<file path="config.mk">
export PLATFORM = sky130hd
export DESIGN_NAME = seq_tx
export DESIGN_NICKNAME = d
export VERILOG_FILES = /design/src/rtl/seq_tx.sv
export SDC_FILE = /design/constraint.sdc
export NUM_CORES = 1
export LEC_CHECK = 0
export CORE_MARGIN = 5
export CORE_UTILIZATION = 45
export DETAILED_ROUTE_END_ITERATION = 6
export GPL_TIMING_DRIVEN = 0
export PLACE_DENSITY = 0.63
export SKIP_LAST_GASP = 1
export SLEW_MARGIN = 20
export SYNTH_ARGS = -nofsm -noshare
export SYNTH_HDL_FRONTEND = slang
export SYNTH_SLANG_ARGS = --single-unit
</file>
<file path="constraint.sdc">
create_clock -name clock -period 2 [get_ports clock]
set_clock_uncertainty 0.2 [all_clocks]
set_input_delay 0.4 -clock clock [delete_from_list [all_inputs] [get_ports clock]]
set_output_delay 0.4 -clock clock [all_outputs]
set_load 0.005 [all_outputs]
</file>
<file path="src/rtl/seq_tx.sv">
// ============================================================================
//  Module   : seq_tx
//  Brief    : Serial frame transmitter (header 10100, payload MSB first,
//             trailer 00000). Optional macro SEQ_TX_STUFF_EN adds zero-run
//             stuffing inside the payload.
//  Revision : 1.0 - initial release
// ============================================================================
`default_nettype none

module seq_tx #(
   parameter int DATA_W = 8
) (
   input  logic              clock,
   input  logic              reset,
   input  logic              start,
   input  logic [DATA_W-1:0] data_in,
   output logic              s_out,
   output logic              busy,
   output logic              done
);

   localparam int                c_CW   = $clog2(DATA_W + 1);
   localparam logic [c_CW-1:0]   c_LAST = c_CW'(DATA_W - 1);
   localparam logic [7:0]        c_HDR  = 8'b0000_0101;  // bit i = header bit i

`ifdef SEQ_TX_STUFF_EN
   localparam logic [c_CW-1:0]   c_ALL  = c_CW'(DATA_W);

   typedef enum logic [4:0] {
      ST_IDLE    = 5'b00001,
      ST_HEADER  = 5'b00010,
      ST_PAYLOAD = 5'b00100,
      ST_TRAILER = 5'b01000,
      ST_STUFF   = 5'b10000
   } state_t;
`else
   typedef enum logic [3:0] {
      ST_IDLE    = 4'b0001,
      ST_HEADER  = 4'b0010,
      ST_PAYLOAD = 4'b0100,
      ST_TRAILER = 4'b1000
   } state_t;
`endif

   state_t            r_state, w_state_nxt;
   logic [2:0]        r_idx, w_idx_nxt;
   logic [DATA_W-1:0] r_shift, w_shift_nxt;
   logic [c_CW-1:0]   r_cnt, w_cnt_nxt;
   logic              w_sout_nxt, w_busy_nxt, w_done_nxt;
`ifdef SEQ_TX_STUFF_EN
   logic [2:0]        r_zrun, w_zrun_nxt;
`endif

   always_comb begin
      w_state_nxt = r_state;
      w_idx_nxt   = r_idx;
      w_shift_nxt = r_shift;
      w_cnt_nxt   = r_cnt;
      w_done_nxt  = 1'b0;
`ifdef SEQ_TX_STUFF_EN
      w_zrun_nxt  = r_zrun;
`endif
      case (r_state)
         ST_IDLE: begin
            if (start) begin
               w_state_nxt = ST_HEADER;
               w_idx_nxt   = 3'd0;
               w_shift_nxt = data_in;
               w_cnt_nxt   = '0;
            end
         end
         ST_HEADER: begin
            if (r_idx == 3'd4) begin
               w_state_nxt = ST_PAYLOAD;
               w_idx_nxt   = 3'd0;
               w_cnt_nxt   = '0;
`ifdef SEQ_TX_STUFF_EN
               w_zrun_nxt  = 3'd0;
`endif
            end else begin
               w_idx_nxt = r_idx + 3'd1;
            end
         end
         ST_PAYLOAD: begin
            // The bit on the line this cycle is r_shift's MSB; consume it now.
            w_shift_nxt = r_shift << 1;
            w_cnt_nxt   = r_cnt + c_CW'(1);
`ifdef SEQ_TX_STUFF_EN
            w_zrun_nxt  = r_shift[DATA_W-1] ? 3'd0 : r_zrun + 3'd1;
            if (!r_shift[DATA_W-1] && (r_zrun == 3'd3)) begin
               w_state_nxt = ST_STUFF;
               w_zrun_nxt  = 3'd0;
            end else if (r_cnt == c_LAST) begin
               w_state_nxt = ST_TRAILER;
               w_idx_nxt   = 3'd0;
            end
`else
            if (r_cnt == c_LAST) begin
               w_state_nxt = ST_TRAILER;
               w_idx_nxt   = 3'd0;
            end
`endif
         end
`ifdef SEQ_TX_STUFF_EN
         ST_STUFF: begin
            w_idx_nxt   = 3'd0;
            w_state_nxt = (r_cnt == c_ALL) ? ST_TRAILER : ST_PAYLOAD;
         end
`endif
         ST_TRAILER: begin
            if (r_idx == 3'd4) begin
               w_state_nxt = ST_IDLE;
               w_idx_nxt   = 3'd0;
               w_done_nxt  = 1'b1;
            end else begin
               w_idx_nxt = r_idx + 3'd1;
            end
         end
         default: begin
            w_state_nxt = ST_IDLE;
            w_idx_nxt   = 3'd0;
            w_cnt_nxt   = '0;
         end
      endcase

      // Outputs are registered, so they are derived from the next state.
      w_busy_nxt = (w_state_nxt != ST_IDLE);
      case (w_state_nxt)
         ST_HEADER:  w_sout_nxt = c_HDR[w_idx_nxt];
         ST_PAYLOAD: w_sout_nxt = w_shift_nxt[DATA_W-1];
`ifdef SEQ_TX_STUFF_EN
         ST_STUFF:   w_sout_nxt = 1'b1;
`endif
         default:    w_sout_nxt = 1'b0;
      endcase
   end

   always_ff @(posedge clock or posedge reset) begin
      if (reset) begin
         r_state <= ST_IDLE;
         r_idx   <= 3'd0;
         r_shift <= '0;
         r_cnt   <= '0;
         s_out   <= 1'b0;
         busy    <= 1'b0;
         done    <= 1'b0;
`ifdef SEQ_TX_STUFF_EN
         r_zrun  <= 3'd0;
`endif
      end else begin
         r_state <= w_state_nxt;
         r_idx   <= w_idx_nxt;
         r_shift <= w_shift_nxt;
         r_cnt   <= w_cnt_nxt;
         s_out   <= w_sout_nxt;
         busy    <= w_busy_nxt;
         done    <= w_done_nxt;
`ifdef SEQ_TX_STUFF_EN
         r_zrun  <= w_zrun_nxt;
`endif
      end
   end

endmodule

`default_nettype wire
</file>
# After elaboration in Yosys (flattened, before gate mapping)
# Memories as Yosys holds them, arrays and structs flattened.
# Cells that the tools add are included.
dict set report word_totals {
  input_bits 11
  ramBits 0
  ff_bits 22
  rom_bits 8
  out_inout_bits 3
  wordCells 46
  latch_bits 0
  n_memories 1
}
dict set report classes {
  shift 0
  n_lt_le_gt_ge 1
  n_bitwise 1
  n_div 0
  n_mux 18
  multipliers 0
  eq_ne 11
  reduce_logical 4
  add_sub_neg 2
}
# memory depth word_bits rd rd_clocked_by_memory_dff write_ports line
set memory_table {}
lappend memory_table {{(name not given)} 8 1 1 0 0 129} ;# ST_HEADER: w_sout_nxt = c_HDR[w_idx_nxt];
# op count
set op_table {}
lappend op_table {{$pmux W4 S4} 2}
lappend op_table {{$mux W4} 6}
lappend op_table {{$pmux W8 S2} 1}
lappend op_table {{$eq A4 B3 Y1 const B} 3}
lappend op_table {{$mux W3} 3}
lappend op_table {{$pmux W3 S3} 1}
lappend op_table {{$eq A4 B2 Y1 const B} 2}
lappend op_table {{$mux W8} 1}
lappend op_table {{$add A4 B1 Y4 const B} 1}
lappend op_table {{$eq A4 B1 Y1 const B} 1}
lappend op_table {{$eq A4 B4 Y1 const B} 1}
lappend op_table {{$lt A3 B4 Y1 const B} 1}
lappend op_table {{$ne A2 B2 Y1 const B} 2}
lappend op_table {{$ne A4 B1 Y1 const B} 1}
lappend op_table {{$add A3 B1 Y3 const B} 1}
lappend op_table {{$eq A3 B3 Y1 const B} 1}
lappend op_table {{$mux W1} 3}
lappend op_table {{$reduce_and A3 Y1} 1}
lappend op_table {{$pmux W1 S2} 1}
lappend op_table {{$reduce_and A2 Y1} 1}
lappend op_table {{$reduce_bool A2 Y1} 1}
lappend op_table {{$reduce_or A2 Y1} 1}
lappend op_table {{$not A1 Y1} 1}

# Depth between registers and ports, before layout
dict set report depth {
  ltp_word 6
  mapped_depth 6
  ltp_nobuf 6
}

# Worst setup path after synthesis
# OpenSTA, ideal clock, no wires.
dict set report synth_timing {
  path_type {register to register}
  startpoint {reg r_cnt[0]}
  endpoint {reg s_out}
  setup_ps 67
  slack_ps 184
  path_stages_with_launch 6
  arrival_ps 1549
  synth_period_minus_slack_ps 1816
  t_required_ps 1733
  n_path_buf 0
  cell_sequence {dfrtp_1 ha_1 and3b_1 or3b_1 a211oi_1 a32o_1}
}
dict set report synth_via {
  word_cells_on_any_way 10
  cone_classes {eq/ne (3); mux (6); memory (1)}
}
# element line
set synth_rtl {}
lappend synth_rtl {{start, declared} 48} ;# logic [c_CW-1:0] r_cnt, w_cnt_nxt;
lappend synth_rtl {{start signal, assigned} 154} ;# r_cnt <= w_cnt_nxt;
lappend synth_rtl {{$eq A4 B3 Y1 *} 98} ;# if (r_cnt == c_LAST) begin
lappend synth_rtl {{$mux W4 *} 98}
lappend synth_rtl {{$pmux W4 S4 *} 63} ;# case (r_state)
lappend synth_rtl {{net w_state_nxt[2]} 45} ;# state_t r_state, w_state_nxt;
lappend synth_rtl {{$eq A4 B3 Y1 / $eq A4 B2 Y1 (equally long branches)} 128} ;# case (w_state_nxt)
lappend synth_rtl {{$pmux W1 S2 *} 128}
lappend synth_rtl {{net w_sout_nxt} 49} ;# logic w_sout_nxt, w_busy_nxt, w_done_nxt;
lappend synth_rtl {{end signal, assigned} 155} ;# s_out <= w_sout_nxt;
lappend synth_rtl {{end, declared} 17} ;# output logic s_out,
# Mark *: on every way through the listed nets, which the timed path passes. The rest lies on a longest branch. The select of a mux whose other input is x is not followed.
# A chain may end at the register's enable or synchronous reset.

# Worst setup path in the final report
dict set report layout_timing {
  startpoint {reg r_cnt[1]}
  endpoint {reg s_out}
}
# Same word-level chain as after synthesis.

==> flow_summary.toml <==
[clock_tree]
cts-hold-fix-buffers = 0
tritoncts = "built"
numCtsBuffers = 3
cts_sinks = 22
cts-root-buf = "clkbuf_4"
cts_max_level = 1
clk_path_buf_depth = 2
worstSkewPairLatency_ns = 0.31
clk_pin_slew_ns = 0.13

[die]
io_pins = 14
start_util = 0.474
row_count = 18
die_y_um = 61.1
dieArea_um2 = 3730
core_um2 = 2480
die_w_um = 61.1

[power_and_ir_drop]
max-vdd-ir-drop_mv = 0.606
p_leak_nw = 0.634
powerDensity_nw_per_um2 = 970

[placement]
numPortBuffers = 13
gp_congestion = 0.803
dp_hpwl_mm = 1.67
dp.cells = 159

[timing]
fin_crit_sh = 0.963
fmax_ghz = 0.519
setup_tns_ns = 0
layout_min_cycle_time_ns = 1.93
worst_pin_slew_ns = 0.809
max-slew-margin-rel = 0.460
finalSetupViolations = 0
maxSlewViolCount = 0
rsz0062_at_grt = "no"
hold_viol_final = 0

[run]
max_cap_viol_count = 0

[synth]
synth-seq-cells = 22
synth_area_um2 = 1170
synth-compound-area-share = 0.199
muxShareOfSynthArea = 0.00852
yosysWarnings = 0
synthTopCellsByArea = "dfrtp_1 (45%), nand2_1 (6.7%), a22oi_1 (4.5%)"
synth_xor_area_frac = 0.00745
synthAdderAreaFrac = 0.0319
ys_top_cells_by_count = "dfrtp_1 (21), nand2_1 (21), a22oi_1 (7)"
syn-num-nets = 130
ys_seq_area_frac = 0.470
syn_inst = 116
yosys.area_share.simple = 0.239
synth_top_cell_area_share = 0.447
synth_top_area_cell = "dfrtp_1"
synth_cell_types = 44
ys.flop_type = "dfrtp_1"
synth_top_family_by_area = "simple AND/OR/NAND/NOR gates"
syn_area_per_cell_um2 = 10.1
synthArstFlopShare = 1.00
synth_edf_count = 0

[grt]
grt_max_degree = 23
grt_first_pass_wirelength_mm = 4.05
grt-ovfl-total = 0
antenna_found_initial = 0
first_global_vias = 909
grt.total_usage = 0.146

[finish]
diodes = 0
instances_no_fill = 170
syn2layout_area_growth_pct = 23.1
drive_gt1_frac = 0.200
nets = 155

[critical_path]
cp-end-kind = "register"
worstPathMaxFanout = 3
cp_data_required_time_ns = 2.05
crit_arrival_ns = 1.98
startpoint_type = "register"
crit_type = "register to register"
r2r_setup_slack_ns = 0.07

[route]
drt_iter0_markers = 12
drc = 0
antenna_left = 0
via_count = 919
via_per_inst = 5.41
wire_per_inst_um = 14.0
dr.pass1.iters = 4
finalWirelength_mm = 2.37

[status]
status = "finished, final reports clean"

[hold_path]
hold_path_class = "register to register"
## metal layers
metal | up-vias | wire, µm | GRT usage
met4 | 0 | 42 | 0.0650
met3 | 5 | 74 | 0.0273
li1 | 464 | - | -
met2 | 13 | 1090 | 0.222
met5 | - | 0 | 0
met1 | 437 | 1160 | 0.202
## per-stage QoR
step | utilization | total power [mW] | hold slack [ns] | instance area, µm² | setup WS [ns]
6_report | 0.584 | 1.40 | 0.287 | 1450 | 0.0730
4_1_cts | 0.555 | 1.39 | 0.294 | 1370 | 0.0221
3_5_place_dp | 0.542 | 1.17 | 0.264 | 1340 | -0.212
2_1_floorplan | - | 1.02 | 0.188 | 1170 | 0.184
3_3_place_gp | 0.542 | 1.15 | 0.250 | 1340 | -0.233
5_1_grt | 0.584 | 1.51 | 0.329 | 1450 | 0.0125
## layout make-up
class / instances / area, µm²
Fill cell: 229 / 1030
Multi-Input combinational cell: 84 / 591
Sequential cell: 22 / 553
Timing Repair Buffer: 20 / 183
Buffer: 6 / 41.3
Tap cell: 30 / 37.5
Clock buffer: 4 / 26.3
Inverter: 4 / 15.0
## sequential cells by signal, indices dropped and copies added (netlist names)
| register | cells |
|---|---|
| busy | 1 |
| r_cnt | 4 |
| s_out | 1 |
| r_idx | 3 |
| r_state | 4 |
| r_shift | 8 |
| done | 1 |
## repair_timing
item | 4_1_cts | 5_1_grt
hold endpoints to repair | 0 | 0
setup endpoints to repair | 1 | 1
pin swaps | 0 | 4
buffers inserted | 0 | 7
resized for setup | 1 | 7
## worst max-delay path, cell delays in order, from the launching register on
cell and delay [ns]:
dfrtp_1 0.43, ha_2 0.20, and3b_2 0.24, or3b_1 0.37
a211oi_2 0.28, a32o_2 0.16
## cell families after synthesis
family,after synthesis
simple gates,49
compound gates,30
flops,22
buf+inv,10
fa+ha+maj,3
xor+xnor,1
mux,1
## path summary, 6_finish.rpt
path / cells past startpoint / start / endpoint
hold / removal: 2 / r_shift[6]$_DFFE_PP0P_ / r_shift[6]$_DFFE_PP0P_
hold reg to reg: 2 / r_shift[6]$_DFFE_PP0P_ / r_shift[6]$_DFFE_PP0P_
setup reg to reg: 5 / r_cnt[1]$_DFFE_PP0P_ / s_out$_DFF_PP0_
max in group asynchronous: 2 / reset / r_state[1]$_DFF_PP0_
min in group asynchronous: 2 / reset / r_shift[4]$_DFFE_PP0P_
setup / recovery: 5 / r_cnt[1]$_DFFE_PP0P_ / s_out$_DFF_PP0_
## where the power goes
group / switching, mW / leakage (nW) / internal [mW]
sequential: 0.0971 / 0.285 / 0.580
clock: 0.136 / 0.0150 / 0.0779
combinational: 0.261 / 0.334 / 0.251
total: 0.494 / 0.634 / 0.909
## placed cells by master (no fill, tap or decap), drive strengths merged, types with 2 or more instances in the layout
cell,synthesis,layout
inv,4,4
nand3,2,2
nor4b,2,2
a21oi,6,6
nand3b,2,2
clkdlybuf4s50,0,13
nand2b,2,2
nor3,5,5
and2,2,2
a22oi,7,7
dfrtp,21,21
o21ai,3,3
nand2,21,21
nor2,2,2
ha,3,3
clkbuf,1,5
buf,5,12
nor2b,5,5
o22a,2,2
Power figures use the tool's default switching activity.
